## src/rtl/rtc_bus_pkg.sv

```systemverilog
// Shared types and default timing for the RTC multiplexed-bus master.
package rtc_bus_pkg;

   // Transaction-level sequencing states of the bus master
   typedef enum logic [2:0] {
      ST_IDLE,
      ST_CMD,
      ST_ADDR,
      ST_WDATA,
      ST_RDATA,
      ST_NEXT,
      ST_DONE
   } state_e;

   // Sub-phases of one bus cycle, in the order they occur
   typedef enum logic [1:0] {
      PH_SETUP,
      PH_PULSE,
      PH_HOLD,
      PH_REC
   } phase_e;

   localparam int DEF_T_SETUP = 2;
   localparam int DEF_T_PULSE = 10;
   localparam int DEF_T_HOLD  = 2;
   localparam int DEF_T_REC   = 4;

   // Wide enough for any practical phase length at 100 MHz
   localparam int TCNT_W = 16;

   localparam logic [7:0] CMD_TRANSFER = 8'hF0;

endpackage

```

## src/rtl/rtc_phase_timer.sv

```systemverilog
// Single down-counter that walks one bus cycle through SETUP, PULSE, HOLD, REC.
// A start pulse (re)loads SETUP; cycle_done flags the last REC clock so the
// master can chain the next bus cycle with no gap.
module rtc_phase_timer
   import rtc_bus_pkg::*;
#(
   parameter int T_SETUP = DEF_T_SETUP,
   parameter int T_PULSE = DEF_T_PULSE,
   parameter int T_HOLD  = DEF_T_HOLD,
   parameter int T_REC   = DEF_T_REC
) (
   input  logic       clk,
   input  logic       reset,
   input  logic       start,
   output logic [1:0] phase,
   output logic       pulse_last,
   output logic       cycle_done
);

   phase_e              phase_q, phase_d;
   logic [TCNT_W-1:0]   cnt_q, cnt_d;
   logic                active_q, active_d;

   function automatic logic [TCNT_W-1:0] load_val(input phase_e p);
      case (p)
         PH_SETUP: return TCNT_W'(T_SETUP - 1);
         PH_PULSE: return TCNT_W'(T_PULSE - 1);
         PH_HOLD:  return TCNT_W'(T_HOLD - 1);
         default:  return TCNT_W'(T_REC - 1);
      endcase
   endfunction

   // Next-count: start wins, otherwise count down and step to the next phase at zero
   always_comb begin
      phase_d  = phase_q;
      cnt_d    = cnt_q;
      active_d = active_q;
      if (start) begin
         phase_d  = PH_SETUP;
         cnt_d    = load_val(PH_SETUP);
         active_d = 1'b1;
      end else if (active_q) begin
         if (cnt_q != '0) begin
            cnt_d = cnt_q - TCNT_W'(1);
         end else if (phase_q == PH_REC) begin
            active_d = 1'b0;
         end else begin
            phase_d = phase_e'(phase_q + 2'd1);
            cnt_d   = load_val(phase_d);
         end
      end
   end

   // Timer state register
   always_ff @(posedge clk) begin
      if (!reset) begin
         phase_q  <= PH_SETUP;
         cnt_q    <= '0;
         active_q <= 1'b0;
      end else begin
         phase_q  <= phase_d;
         cnt_q    <= cnt_d;
         active_q <= active_d;
      end
   end

   assign phase      = phase_q;
   assign pulse_last = active_q && (phase_q == PH_PULSE) && (cnt_q == '0);
   assign cycle_done = active_q && (phase_q == PH_REC) && (cnt_q == '0);

endmodule

```

## src/rtl/rtc_bus_master.sv

```systemverilog
// Sequenced master for the RTC multiplexed address/data bus: optional command
// cycle, then address/data cycle pairs with address auto-increment.
module rtc_bus_master
   import rtc_bus_pkg::*;
#(
   parameter int DATA_W  = 8,
   parameter int ADDR_W  = 8,
   parameter int LEN_W   = 4,
   parameter int T_SETUP = DEF_T_SETUP,
   parameter int T_PULSE = DEF_T_PULSE,
   parameter int T_HOLD  = DEF_T_HOLD,
   parameter int T_REC   = DEF_T_REC,
   parameter logic [DATA_W-1:0] CMD = DATA_W'(CMD_TRANSFER)
) (
   input  logic              clk,
   input  logic              reset,
   input  logic              req,
   input  logic              rw,
   input  logic              cmd_pre,
   input  logic [ADDR_W-1:0] addr,
   input  logic [LEN_W-1:0]  len,
   input  logic [DATA_W-1:0] wdata,
   output logic              wdata_ack,
   output logic [DATA_W-1:0] rdata,
   output logic              rdata_valid,
   output logic              busy,
   output logic              done,
   output logic              cs_n,
   output logic              ad,
   output logic              rd_n,
   output logic              wr_n,
   output logic [DATA_W-1:0] bus_out,
   output logic              bus_oe,
   input  logic [DATA_W-1:0] bus_in
);

   state_e            state_q, state_d;
   logic [ADDR_W-1:0] addr_q, addr_d;
   logic [LEN_W-1:0]  remain_q, remain_d;
   logic              rw_q, rw_d;
   logic [DATA_W-1:0] wdata_q, wdata_d;
   logic [DATA_W-1:0] rdata_q, rdata_d;
   logic              rdata_valid_q, rdata_valid_d;
   logic              wdata_ack_q, wdata_ack_d;

   logic              tmr_start;
   logic [1:0]        tmr_phase_raw;
   phase_e            tmr_phase;
   logic              pulse_last;
   logic              cycle_done;
   logic              in_bus_cycle;
   logic              drive_en;

   rtc_phase_timer #(
      .T_SETUP (T_SETUP),
      .T_PULSE (T_PULSE),
      .T_HOLD  (T_HOLD),
      .T_REC   (T_REC)
   ) u_timer (
      .clk        (clk),
      .reset      (reset),
      .start      (tmr_start),
      .phase      (tmr_phase_raw),
      .pulse_last (pulse_last),
      .cycle_done (cycle_done)
   );

   assign tmr_phase = phase_e'(tmr_phase_raw);

   // Next-state logic: chains bus cycles and restarts the timer on each new phase
   always_comb begin
      state_d       = state_q;
      addr_d        = addr_q;
      remain_d      = remain_q;
      rw_d          = rw_q;
      wdata_d       = wdata_q;
      rdata_d       = rdata_q;
      rdata_valid_d = 1'b0;
      wdata_ack_d   = 1'b0;
      tmr_start     = 1'b0;
      case (state_q)
         ST_IDLE: begin
            if (req) begin
               rw_d      = rw;
               addr_d    = addr;
               remain_d  = (len == '0) ? LEN_W'(1) : len;
               if (!rw) wdata_d = wdata;
               state_d   = (cmd_pre && rw) ? ST_CMD : ST_ADDR;
               tmr_start = 1'b1;
            end
         end
         ST_CMD: begin
            if (cycle_done) begin
               state_d   = ST_ADDR;
               tmr_start = 1'b1;
            end
         end
         ST_ADDR: begin
            if (cycle_done) begin
               tmr_start = 1'b1;
               if (rw_q) begin
                  state_d = ST_RDATA;
               end else begin
                  // Byte for this data cycle is captured as the cycle begins
                  state_d     = ST_WDATA;
                  wdata_d     = wdata;
                  wdata_ack_d = 1'b1;
               end
            end
         end
         ST_WDATA, ST_RDATA: begin
            if ((state_q == ST_RDATA) && pulse_last) begin
               rdata_d       = bus_in;
               rdata_valid_d = 1'b1;
            end
            if (cycle_done) state_d = ST_NEXT;
         end
         ST_NEXT: begin
            if (remain_q > LEN_W'(1)) begin
               remain_d  = remain_q - LEN_W'(1);
               addr_d    = addr_q + ADDR_W'(1);
               state_d   = ST_ADDR;
               tmr_start = 1'b1;
            end else begin
               state_d = ST_DONE;
            end
         end
         ST_DONE: state_d = ST_IDLE;
         default: state_d = ST_IDLE;
      endcase
   end

   // Master state register
   always_ff @(posedge clk) begin
      if (!reset) begin
         state_q       <= ST_IDLE;
         addr_q        <= '0;
         remain_q      <= '0;
         rw_q          <= 1'b0;
         wdata_q       <= '0;
         rdata_q       <= '0;
         rdata_valid_q <= 1'b0;
         wdata_ack_q   <= 1'b0;
      end else begin
         state_q       <= state_d;
         addr_q        <= addr_d;
         remain_q      <= remain_d;
         rw_q          <= rw_d;
         wdata_q       <= wdata_d;
         rdata_q       <= rdata_d;
         rdata_valid_q <= rdata_valid_d;
         wdata_ack_q   <= wdata_ack_d;
      end
   end

   assign in_bus_cycle = (state_q == ST_CMD) || (state_q == ST_ADDR) ||
                         (state_q == ST_WDATA) || (state_q == ST_RDATA);
   assign drive_en     = in_bus_cycle && (state_q != ST_RDATA) && (tmr_phase != PH_REC);

   // Pin decode from state and phase; only one strobe can ever be low
   always_comb begin
      cs_n    = 1'b1;
      ad      = 1'b1;
      rd_n    = 1'b1;
      wr_n    = 1'b1;
      bus_out = '0;
      if (in_bus_cycle) begin
         ad = (state_q == ST_WDATA) || (state_q == ST_RDATA);
         if (tmr_phase != PH_REC) cs_n = 1'b0;
         if (tmr_phase == PH_PULSE) begin
            if (state_q == ST_RDATA) rd_n = 1'b0;
            else                     wr_n = 1'b0;
         end
      end
      if (drive_en) begin
         case (state_q)
            ST_CMD:  bus_out = CMD;
            ST_ADDR: bus_out = DATA_W'(addr_q);
            default: bus_out = wdata_q;
         endcase
      end
   end

   assign bus_oe      = drive_en;
   assign busy        = (state_q != ST_IDLE);
   assign done        = (state_q == ST_DONE);
   assign rdata       = rdata_q;
   assign rdata_valid = rdata_valid_q;
   assign wdata_ack   = wdata_ack_q;

endmodule

```

## config.mk

```make
export PLATFORM = sky130hd
export DESIGN_NAME = rtc_bus_master
export DESIGN_NICKNAME = d
export VERILOG_FILES = /design/src/rtl/rtc_bus_pkg.sv /design/src/rtl/rtc_phase_timer.sv /design/src/rtl/rtc_bus_master.sv
export SDC_FILE = /design/constraint.sdc
export NUM_CORES = 1
export LEC_CHECK = 0
export BUFFER_PORTS_ARGS = -buffer_cell sky130_fd_sc_hd__buf_2
export CORE_MARGIN = 4
export CORE_UTILIZATION = 35
export CTS_CLUSTER_SIZE = 40
export DETAILED_ROUTE_END_ITERATION = 10
export PLACE_DENSITY = 0.53
export SLEW_MARGIN = 20
export SYNTH_ARGS = -nofsm -noshare
export SYNTH_HDL_FRONTEND = slang
export SYNTH_SLANG_ARGS = --single-unit
```

## constraint.sdc

```tcl
create_clock -name clk -period 4.41 [get_ports clk]
set_input_delay 0.2205 -clock clk [delete_from_list [all_inputs] [get_ports clk]]
set_output_delay 0.2205 -clock clk [all_outputs]
set_load 0.1 [all_outputs]
```

== Word-level counts from Yosys, hierarchy flattened ==
Index checks and enable logic that the tools add are counted.
Word-level totals
  memory bits (read-only): 0
  latch bits: 0
  memories: 0
  output and inout port bits: 25
  register bits: 53
  logic and storage cells: 122
  memory bits (writable): 0
Operators by class
  reduce and logical (&&, ||, !) cells: 35
  multiplexer cells: 46
  bitwise gates (word level): 3
  equality and inequality tests: 21
  shifts and indexed selects: 0
  $add $sub $neg: 4
  div/mod/pow operators: 0
  multiply operators: 0
  $lt $le $gt $ge: 1
Operator list (count)
  two-way mux 8 bit: 7
  case mux 8 bit (2 select lines): 3
  two-way mux 16 bit: 2
  two-way mux 1 bit: 20
  two-way mux 3 bit: 6
  zero test 16 bit: 1
  inequality test 2 bit, second input constant: 8
  case mux 4 bit (2 select lines): 2
  nonzero test 16 bit: 1
  subtractor 16 x 1 -> 16 bit, second input constant: 1
  case mux 3 bit (5 select lines): 1
  two-way mux 4 bit: 3
  AND reduction 2 bit: 5
  equality test 3 bit, second input constant: 3
  AND reduction 3 bit: 3
  adder 8 x 1 -> 8 bit, second input constant: 1
  logical AND 1 bit: 8
  OR reduction 2 bit: 4
  equality test 3 x 2 -> 1 bit, second input constant: 2
  nonzero test 2 bit: 3
  AND reduction 5 bit: 1
  equality test 2 x 1 -> 1 bit, second input constant: 2
  equality test 2 bit, second input constant: 2
  greater-than comparator 4 x 1 -> 1 bit, second input constant: 1
  other kinds (15): 20

== Logic depth before layout (Yosys ltp) ==
Gate-level depths: netlist (run 1).
  depth in word-level cells: 8
  mapped depth: 8

== Cells and area by module ==
From an unflattened synthesis (run 1), not the netlist that was laid out.
Unflattened totals
  cell total of the unflattened synthesis: 364
  area, all modules: 3005.4 µm²
Modules (own cells, without submodules)
  rtc_bus_master: area each 1913.1 µm², seq. area each 680.7 µm², cells an instance 238, times used 1
  rtc_phase_timer: area each 1092.3 µm², seq. area each 380.4 µm², cells an instance 126, times used 1

== Worst setup path before layout (run 1) ==
OpenSTA, ideal clock, no wires.
  path type: register to register
  start: register state_q[1]
  end: register u_timer.cnt_q[4]
  slack: 1.537 ns
  data required time: 4.346 ns
  cell stages (with the launch flop): 8
  setup time: 0.064 ns
  arrival time: 2.809 ns
  period minus slack after synthesis: 2.873 ns
  cells stage by stage: dfxtp_1 > buf_6 > nor2b_1 > o21bai_1 > a211o_1 > nand3_1 > buf_2 > nor2_1
Between the ends
  longest elaborated chain between the ends: 4
RTL lines
  start, declared: RTL line rtc_bus_master.sv:37  | state_e state_q, state_d;
  start signal, assigned: RTL line rtc_bus_master.sv:145  | state_q <= state_d;
  equality test 3 x 1 -> 1 bit or equality test 3 x 2 -> 1 bit (tied branches): RTL line rtc_bus_master.sv:81  | case (state_q)
  OR reduction 2 bit (no source line)
  case mux 1 bit (3 select lines) *: RTL line rtc_bus_master.sv:81
  OR reduction 2 bit (no source line) *
  end signal, assigned: RTL line rtc_phase_timer.sv:62  | cnt_q <= cnt_d;
  end, declared: RTL line rtc_phase_timer.sv:21  | logic [TCNT_W-1:0] cnt_q, cnt_d;
Mark *: on every way between the ends. The rest lies on a longest branch, timed or not.
A chain may end at the register's enable or synchronous reset.

== Worst setup path in the final report (run 1) ==
  start: register state_q[0]
  end: register addr_q[0]
Between the ends
  longest elaborated chain between the ends: 3
RTL lines
  equality test 3 bit or zero test 3 bit (tied branches): RTL line rtc_bus_master.sv:81
  inequality test 2 bit (no source line) or nonzero test 2 bit (tied branches)
  AND reduction 3 bit (no source line)
  end signal, assigned: RTL line rtc_bus_master.sv:146  | addr_q <= addr_d;
  end, declared: RTL line rtc_bus_master.sv:38  | logic [ADDR_W-1:0] addr_q, addr_d;
Parallel ways exist; a longest one is shown, timed or not.

==> impl_metrics.toml, run 1 <==
[critical_path]
critPathRequiredTime_ns = 4.62
start_kind = "flip-flop"
slowest_stage = "nand3b_1"
crit_fanout = 28
cp.arrival_ns = 2.72
cp_cell_sequence = "nand3b_1, or3_1, a31oi_1"
slowest_delay_ns = 0.85
crit_type = "flip-flop to flip-flop"
critPathCaptureType = "flip-flop"

[drt]
drt-total-wl_mm = 7.582
vias = 2743
wl_per_cell_um = 14.50
first_iter_violations = 173
ant_nets = 0
drc = 0
viasPerCell = 5.245
drt_first_pass_iters = 4

[placement]
dp_hpwl_mm = 5.523
gp_congestion = 0.8312
port-buffer-count = 57
place_inst = 515

[pwr]
p_clk_frac = 0.129
power_switching_mw = 1.178
comb_power_share = 0.558
leakage_nw = 1.355
power_density_nw_per_um2 = 642.4
p_int_mw = 1.012
p_total_mw = 2.190
seqPwrFrac = 0.314
switching_share = 0.5380
irDropWorstVdd_v = 0.0006193

[clock_network]
postCtsHoldBufs = 0
clkLatencyLatePin_ns = 0.31
cts_resized = 0
root_buffer = "clkbuf_8"
clkTransAtPathRegs_ns = 0.11
cts_sinks = 53
htree_levels = 2
cts_tree = "done"
numCtsBuffers = 5
cts_buffer_depth = 2
post-cts-setup-buffer-count = 0

[finish]
final_core_utilization = 0.4129
drive_gt1_frac = 0.1890
nFillCells = 861
diodes = 0
finalNetCount = 459
fin_cells = 523
syn_to_final_growth_pct = 14.26

[global_route]
grt.busiest_layer = "met2"
gr-usage-met2 = 0.2314
antenna_found_initial = 0
grt_usage = 0.1527
grt_pass1_vias = 2665
grt_max_degree = 33
grt-ovfl-total = 0
grt_pass1_wl_mm = 12.77
use_met1 = 0.2167
use_met3 = 0.04031

[synthesis]
netlist_instances = 373
async_flop_share = 0
syn-cell-area_um2 = 2984
ys_seq_area_frac = 0.3556
synth-edff-count = 0
syn-num-nets = 415
synth_cell_types = 55
ys_ff_latch = 53
synth-warning-count = 0
synth_flop_cell = "dfxtp_1"
syn_avg_cell_area_um2 = 8.000

[floorplan]
start_util = 0.3614
ioPinCount = 58
die_w_um = 100.3
design.core.area_um2 = 8258
die-area_um2 = 10070
die_h_um = 100.3
num_rows = 33

[timing]
slew_viol_final = 0
hold_viol = 0
clock.fmax_mhz = 398.9
finClkSkew_ns = 0.01239
slew_headroom = 0.3151
period_share = 0.5685
setup_viol = 0
rsz0062_at_grt = "false"
worstMarginPinSlew_ns = 1.021
worst_hold_slack_ns = 0.1378
fin_crit_ns = 2.507
setup_tns_ns = 0

[status]
run_status = "completed"

[job]
maxCapViolations = 0

[worst_hold_path]
hold_class = "primary input to flip-flop"
synthesized netlist by cell type, types with 2 or more instances:
master     n  share of area
nor2_1    59          0.074
dfxtp_1   53           0.36
nand2_1   33          0.042
mux2i_1   22          0.074
a21oi_1   21          0.035
o21ai_0   18          0.030
clkbuf_1  17          0.021
inv_1     11          0.014
nand3_1   11          0.018
nand4_1   11          0.023
ha_1       9          0.038
o21ai_1    9          0.015
and3_1     7          0.015
xnor2_1    7          0.021
xor2_1     6          0.018
a31oi_1    5          0.010
nand2b_1   5          0.010
nor3_1     5         0.0084
o211ai_1   5          0.013
nand3b_1   4          0.010
nor2b_1    4         0.0084
or3_1      4         0.0084
a211oi_1   3         0.0075
buf_2      3         0.0050
or2_2      3         0.0063
a21o_1     2         0.0050
a221oi_1   2         0.0059
a22o_1     2         0.0059
and2_1     2         0.0042
nand4b_1   2         0.0059
nor4_1     2         0.0042
o21a_1     2         0.0050
o31ai_1    2         0.0050
layout make-up:
| cell class | instances | area (um2) | share of cell area |
|---|---|---|---|
| inverter | 11 | 41.29 | 0.01211 |
| sequential | 53 | 1061 | 0.3112 |
| clock inverter | 3 | 22.52 | 0.006606 |
| tap | 105 | 131.4 | 0.03853 |
| clock buffer | 5 | 68.82 | 0.02018 |
| multi-input combinational | 288 | 1792 | 0.5255 |
| timing repair buffer | 58 | 292.8 | 0.08587 |
placed cells by master, fill, tap and decap left out, types with 6 or more instances in the layout:
cell type,count
nand2_1,33
nand4_1,11
dfxtp_1,53
buf_2,57
inv_1,10
o21ai_0,18
mux2i_1,22
o21ai_1,9
xnor2_1,7
ha_1,9
nand3_1,11
a21oi_1,21
xor2_1,6
and3_1,7
nor2_1,59
power by group through the flow:
stage	sequential (mW)	clock (mW)	combinational [mW]
2_1_floorplan	0.634	0	1.05
4_1_cts	0.685	0.293	1.22
3_3_place_gp	0.695	0	1.22
5_1_grt	0.704	0.310	1.34
6_report	0.687	0.282	1.22
3_5_place_dp	0.695	0	1.22
per-layer routing:
layer | wire (um) | part of all wire | vias to the layer above
met3 | 477 | 0.063 | 7
met4 | 72 | 0.0095 | 0
met2 | 3223 | 0.43 | 77
met1 | 3808 | 0.50 | 1262
li1 | - | - | 1397
met5 | 0 | 0 | -
worst paths after layout:
kind                              endpoint  slack, ns        from  depth (start not counted)
worst max-delay path             addr_q[0]       1.90  state_q[0]                          3
worst min-delay path            wdata_q[4]       0.14    wdata[4]                          3
worst max register to register   addr_q[0]       1.90  state_q[0]                          3
worst min register to register    rdata[7]       0.50    rdata[7]                          2
flip-flops by register name (all words and copies together), names as in the netlist, 2 cells and up:
| register | count |
|---|---|
| wdata_q | 8 |
| state_q | 3 |
| addr_q | 8 |
| remain_q | 4 |
| u_timer.cnt_q | 16 |
| rdata | 8 |
| u_timer.phase | 2 |
critical path, delay by kind of cell (launching register included):
kind | cells | cell delay (ns)
and+or+nand+nor | 2 | 1.47
DFF | 1 | 0.78
AOI/OAI and AO/OA | 1 | 0.16
through the flow:
step | cell area (um2) | setup WS (ns)
finish | 3410 | 1.903
global route | 3410 | 1.686
CTS | 3410 | 1.940
detailed placement | 3318 | 1.969
global placement | 3318 | 2.042
floorplan | 2984 | 1.537
cells by family (layout without fill, tap and decap cells):
group	Yosys count	in the layout	synth area share
AND/OR/NAND/NOR	165	165	0.2860
AO/OA/AOI/OAI	79	79	0.1648
flip-flops	53	53	0.3556
buffers and inverters	32	77	0.04402
multiplexers	22	22	0.07379
XOR/XNOR	13	13	0.03816
adder cells (fa/ha/maj)	9	9	0.03774
(Power assumes the default switching activity.)
==> run 2: changes to the inputs <==
Settings changed: PLACE_DENSITY 0.53 to 0.55.
Clock period 4.41 ns to 2.3 ns, I/O delays scaled along.
==> impl_metrics.toml, run 2 (synthesis results as in run 1) <==
[critical_path]
crit_fanout = 8
reg2reg_slack_ns = 0.22
r2r-end = "u_timer.cnt_q[3]"
slowest_delay_ns = 0.44
worstReg2RegStart = "u_timer.cnt_q[4]"
critPathRequiredTime_ns = 2.18
slowest_stage = "dfxtp_1"
crit_type = "flip-flop to output pin"
cp_cell_sequence = "buf_4, nor2b_1, buf_4, nand2_1, a21oi_1, buf_2"
crit_top_cell = "buf_4"
worst-r2r-cell-count = 5
start_kind = "flip-flop"
cp.arrival_ns = 2.05
critPathCaptureType = "output pin"

[pwr]
power_density_nw_per_um2 = 1261
switching_share = 0.4968
seqPwrFrac = 0.273
irDropWorstVdd_v = 0.0009044
p_int_mw = 2.339
leakage_nw = 1.506
power_switching_mw = 2.309
p_clk_frac = 0.141
comb_power_share = 0.585

[clock_network]
cts_buffer_depth = 2
cts_tree = "done"
clkLatencyLatePin_ns = 0.30
cts_sinks = 53
post-cts-setup-buffer-count = 0
clkTransAtPathRegs_ns = 0.10
root_buffer = "clkbuf_8"
numCtsBuffers = 5
htree_levels = 2
postCtsHoldBufs = 0

[floorplan]
die_w_um = 100.3
design.core.area_um2 = 8258
die_h_um = 100.3
start_util = 0.3614
ioPinCount = 58
die-area_um2 = 10070
num_rows = 33

[drt]
drt_first_pass_iters = 4
drc = 0
ant_nets = 0
drt-total-wl_mm = 7.782
first_iter_violations = 120
wl_per_cell_um = 14.25
vias = 2862
viasPerCell = 5.242

[global_route]
grt_max_degree = 28
grt_usage = 0.1558
grt-ovfl-total = 0
grt_pass1_vias = 2683
antenna_found_initial = 0
grt_pass1_wl_mm = 12.99

[timing]
fin_crit_ns = 2.162
worstMarginPinSlew_ns = 0.4884
setup_tns_ns = 0
slew_headroom = 0.6744
finClkSkew_ns = 0.008125
period_share = 0.9398
hold_viol = 0
rsz0062_at_grt = "false"
setup_ws_ns = 0.1384
setup_viol = 0
slew_viol_final = 0
clock.fmax_mhz = 462.6

[finish]
largest_register = "u_timer.cnt_q"
largest_register_ffs = 16
syn_to_final_growth_pct = 23.52
final_area_um2 = 3686
diodes = 0
final_cell_mix = "nor2_1 (59), dfxtp_1 (53), buf_2 (51), nand2_1 (33), buf_4 (23)"
finalNetCount = 482
final_common_cell = "nor2_1"
drive_gt1_frac = 0.2358

[worst_hold_path]
hold_end = "rdata[4]"
hp-start = "bus_in[4]"
whs_path_depth = 3
hold_class = "primary input to flip-flop"

[placement]
placed_area_um2 = 3552
dp_hpwl_mm = 5.944
pre_cts_slack_ns = 0.1333
gp_congestion = 0.8545
port-buffer-count = 57

[job]
maxCapViolations = 0

[status]
run_status = "completed"
==> run 2: changes by cell type in the layout (fill, tap and decap cells not counted), moves of 2 or more <==
cell / before / now
buf_12: 0 / 4
buf_2: 57 / 51
buf_4: 1 / 23
clkbuf_4: 0 / 2
clkinvlp_4: 3 / 0
==> run 2: worst max-delay path by stage <==
| stage | cells past startpoint | end | from |
|---|---|---|---|
| after floorplan | 5 | bus_out[0] | u_timer.phase[0] |
| after global placement | 6 | u_timer.cnt_q[3] | remain_q[0] |
| after detailed placement | 6 | u_timer.cnt_q[3] | remain_q[0] |
| after CTS | 5 | bus_out[2] | u_timer.phase[0] |
| after global routing | 6 | bus_out[4] | state_q[1] |
| final | 6 | bus_out[6] | state_q[1] |
==> run 2: worst max-delay path: cells and delay by family, from the launching register on <==
kind / cells / cell delay (ns)
AND/OR/NAND/NOR: 2 / 0.37
AO/OA/AOI/OAI: 1 / 0.13
buffers and inverters: 3 / 0.79
flip-flops: 1 / 0.44
==> run 2: final cells by class <==
cell class	count	area (um2)
clock buffer	7	86.33
clock inverter	1	30.03
fill	853	4572
inverter	11	41.29
multi-input combinational	288	1802
sequential	53	1061
tap	105	131.4
timing repair buffer	81	534.3
==> run 2: metrics by stage <==
stage               power [mW]  cells  hold WS [ns]    util
detailed placement       3.970    538        0.3646  0.4302
floorplan                3.236    373        0.2619       -
CTS                      4.651    546       0.03603  0.4445
global route             4.948    546       0.04781  0.4464
finish                   4.648    546       0.04560  0.4464
global placement         3.964    538        0.3484  0.4302
==> run 2: repair_timing <==
action / 4_1_cts / 5_1_grt
resized for setup: 1 / 5
setup endpoints to repair: 1 / 7
gates cloned: 0 / 0
==> run 2: power groups by stage <==
stage	Sequential, mW	Combinational [mW]	Clock (mW)
after detailed placement	1.29	2.68	0
after global placement	1.28	2.68	0
after global routing	1.30	2.94	0.714
after floorplan	1.22	2.02	0
after CTS	1.27	2.70	0.685
final	1.27	2.72	0.657
==> run 2: per-layer routing <==
layer	vias to the layer above	GRT usage	wire length, um
li1	1448	-	-
met1	1332	0.2252	3815
met2	78	0.2334	3406
met3	4	0.03058	488
met4	0	0.04663	72
met5	-	0	0
==> run 3: changes to the inputs <==
Settings changed: ABC_AREA set to 1, PLACE_DENSITY 0.55 to 0.54.
==> impl_metrics.toml, run 3 <==
[status]
run_status = "completed"

[finish]
drive_gt1_frac = 0.2273
diodes = 0
largest_register_ffs = 16
final_core_utilization = 0.4422
nFillCells = 935
finalNetCount = 591
final_common_cell = "nand2_1"
largest_register = "u_timer.cnt_q"
final_cell_mix = "nand2_1 (119), nor2_1 (77), dfxtp_1 (52), buf_2 (49), nand3_1 (45)"
syn_to_final_growth_pct = 21.20

[synthesis]
synthTopCellsByCount = "nand2_1 (119), nor2_1 (79), dfxtp_1 (53)"
syn-cell-area_um2 = 3228
synth_flop_cell = "dfxtp_1"
syn-num-nets = 534
yosysTopAreaCellShare = 0.3287
synthMostInstantiatedCell = "nand2_1"
yosysTopAreaCell = "dfxtp_1"
netlist_instances = 492
ys_seq_area_frac = 0.3287
syn_avg_cell_area_um2 = 6.561
ys_ff_latch = 53
synth-edff-count = 0
synth_area_leaders = "dfxtp_1 (33%), nand2_1 (14%), nor2_1 (9.2%)"
synth_cell_types = 34
async_flop_share = 0
synth-warning-count = 0

[timing]
hold_viol = 0
setup_tns_ns = 0
setup_viol = 0
finClkSkew_ns = 0.006868
worstMarginPinSlew_ns = 0.5637
slew_viol_final = 0
clock.fmax_mhz = 470.4
rsz0062_at_grt = "false"
period_share = 0.9242
slew_headroom = 0.6238
setup_ws_ns = 0.1743
fin_crit_ns = 2.126
worst_hold_slack_ns = 0.03062

[floorplan]
num_rows = 34
die_h_um = 104.0
ioPinCount = 58
die-area_um2 = 10820
design.core.area_um2 = 8848
start_util = 0.3648
die_w_um = 104.0

[pwr]
p_clk_frac = 0.100
irDropWorstVdd_v = 0.0009596
leakage_nw = 1.734
switching_share = 0.5773
comb_power_share = 0.683
power_switching_mw = 3.807
seqPwrFrac = 0.217
power_density_nw_per_um2 = 1685
p_int_mw = 2.787

[drt]
drc = 0
drt_first_pass_iters = 4
vias = 3272
viasPerCell = 4.973
wl_per_cell_um = 12.62
first_iter_violations = 159
ant_nets = 0
drt-total-wl_mm = 8.305

[placement]
dp_hpwl_mm = 6.286
gp_congestion = 0.8116
pre_cts_slack_ns = 0.3926
port-buffer-count = 57

[clock_network]
cts_buffer_depth = 2
htree_levels = 2
cts_tree = "done"
root_buffer = "clkbuf_8"
postCtsHoldBufs = 0
cts_sinks = 53
clkLatencyLatePin_ns = 0.31
clkTransAtPathRegs_ns = 0.10
numCtsBuffers = 5

[critical_path]
crit_fanout = 9
critPathCaptureType = "output pin"
cp.arrival_ns = 2.01
crit_type = "flip-flop to output pin"
critPathRequiredTime_ns = 2.18
start_kind = "flip-flop"

[global_route]
grt_pass1_vias = 2994
antenna_found_initial = 0
grt-ovfl-total = 0
grt_pass1_wl_mm = 14.29
grt_max_degree = 19
grt_usage = 0.1552

[job]
maxCapViolations = 0

[worst_hold_path]
hold_class = "primary input to flip-flop"
==> run 3: worst max-delay path: stages (launching register included) <==
cell and delay [ns]:
dfxtp_1 0.44, inv_2 0.08, nand2_2 0.10, inv_2 0.05
nand2_2 0.16, nand2_1 0.14, clkinvlp_4 0.17, nand2_1 0.10
a21oi_4 0.12, clkbuf_4 0.33
==> run 3: routing by layer <==
layer | share of wire | up-vias | track usage
li1 | - | 1710 | -
met1 | 0.53 | 1473 | 0.2261
met2 | 0.42 | 81 | 0.2386
met3 | 0.045 | 8 | 0.02731
met4 | 0.0084 | 0 | 0.03419
met5 | 0 | - | 0
==> run 3: area by class of cell <==
type	instances	area [um2]	share of cell area
Multi-Input combinational cell	385	2046	0.5229
Sequential cell	53	1062	0.2715
Inverter	43	171.4	0.04381
Timing Repair Buffer	61	385.4	0.09850
Tap cell	108	135.1	0.03454
Clock buffer	5	68.82	0.01759
Clock inverter	3	43.79	0.01119
==> run 3: what timing repair did <==
action | CTS | global route
endpoints found under the setup margin | 0 | 5
setup buffers | 0 | 1
gates resized for setup | 0 | 11
==> run 3: final timing paths <==
check / from / endpoint / slack (ns) / cells past startpoint
setup / recovery: state_q[1] / bus_out[3] / 0.17 / 9
hold / removal: bus_in[4] / rdata[4] / 0.03 / 3
setup reg to reg: remain_q[0] / u_timer.cnt_q[12] / 0.48 / 8
hold reg to reg: wdata_q[2] / wdata_q[2] / 0.48 / 2
==> run 3: through the flow <==
step / instance area [um2] / instances / power, mW
floorplan: 3338 / 492 / 5.044
CTS: 3867 / 657 / 6.548
detailed placement: 3755 / 649 / 5.861
global placement: 3755 / 649 / 5.841
finish: 3913 / 658 / 6.594
global route: 3913 / 658 / 7.186
==> run 3: power by group through the flow <==
| stage | registers (mW) | clock network [mW] | logic [mW] |
|---|---|---|---|
| 6_report | 1.43 | 0.659 | 4.51 |
| 5_1_grt | 1.47 | 0.718 | 5.00 |
| 4_1_cts | 1.42 | 0.691 | 4.44 |
| 3_5_place_dp | 1.44 | 0 | 4.42 |
| 3_3_place_gp | 1.44 | 0 | 4.41 |
| 2_1_floorplan | 1.38 | 0 | 3.66 |
==> run 3: logic make-up after synthesis <==
family | after synthesis | share of synthesized area
xor gates and xnor gates | 8 | 0.02171
AOI/OAI and AO/OA | 80 | 0.1357
DFF | 53 | 0.3287
and+or+nand+nor | 288 | 0.4062
adders and majority gates | 9 | 0.03488
buffers and inverters | 54 | 0.07287
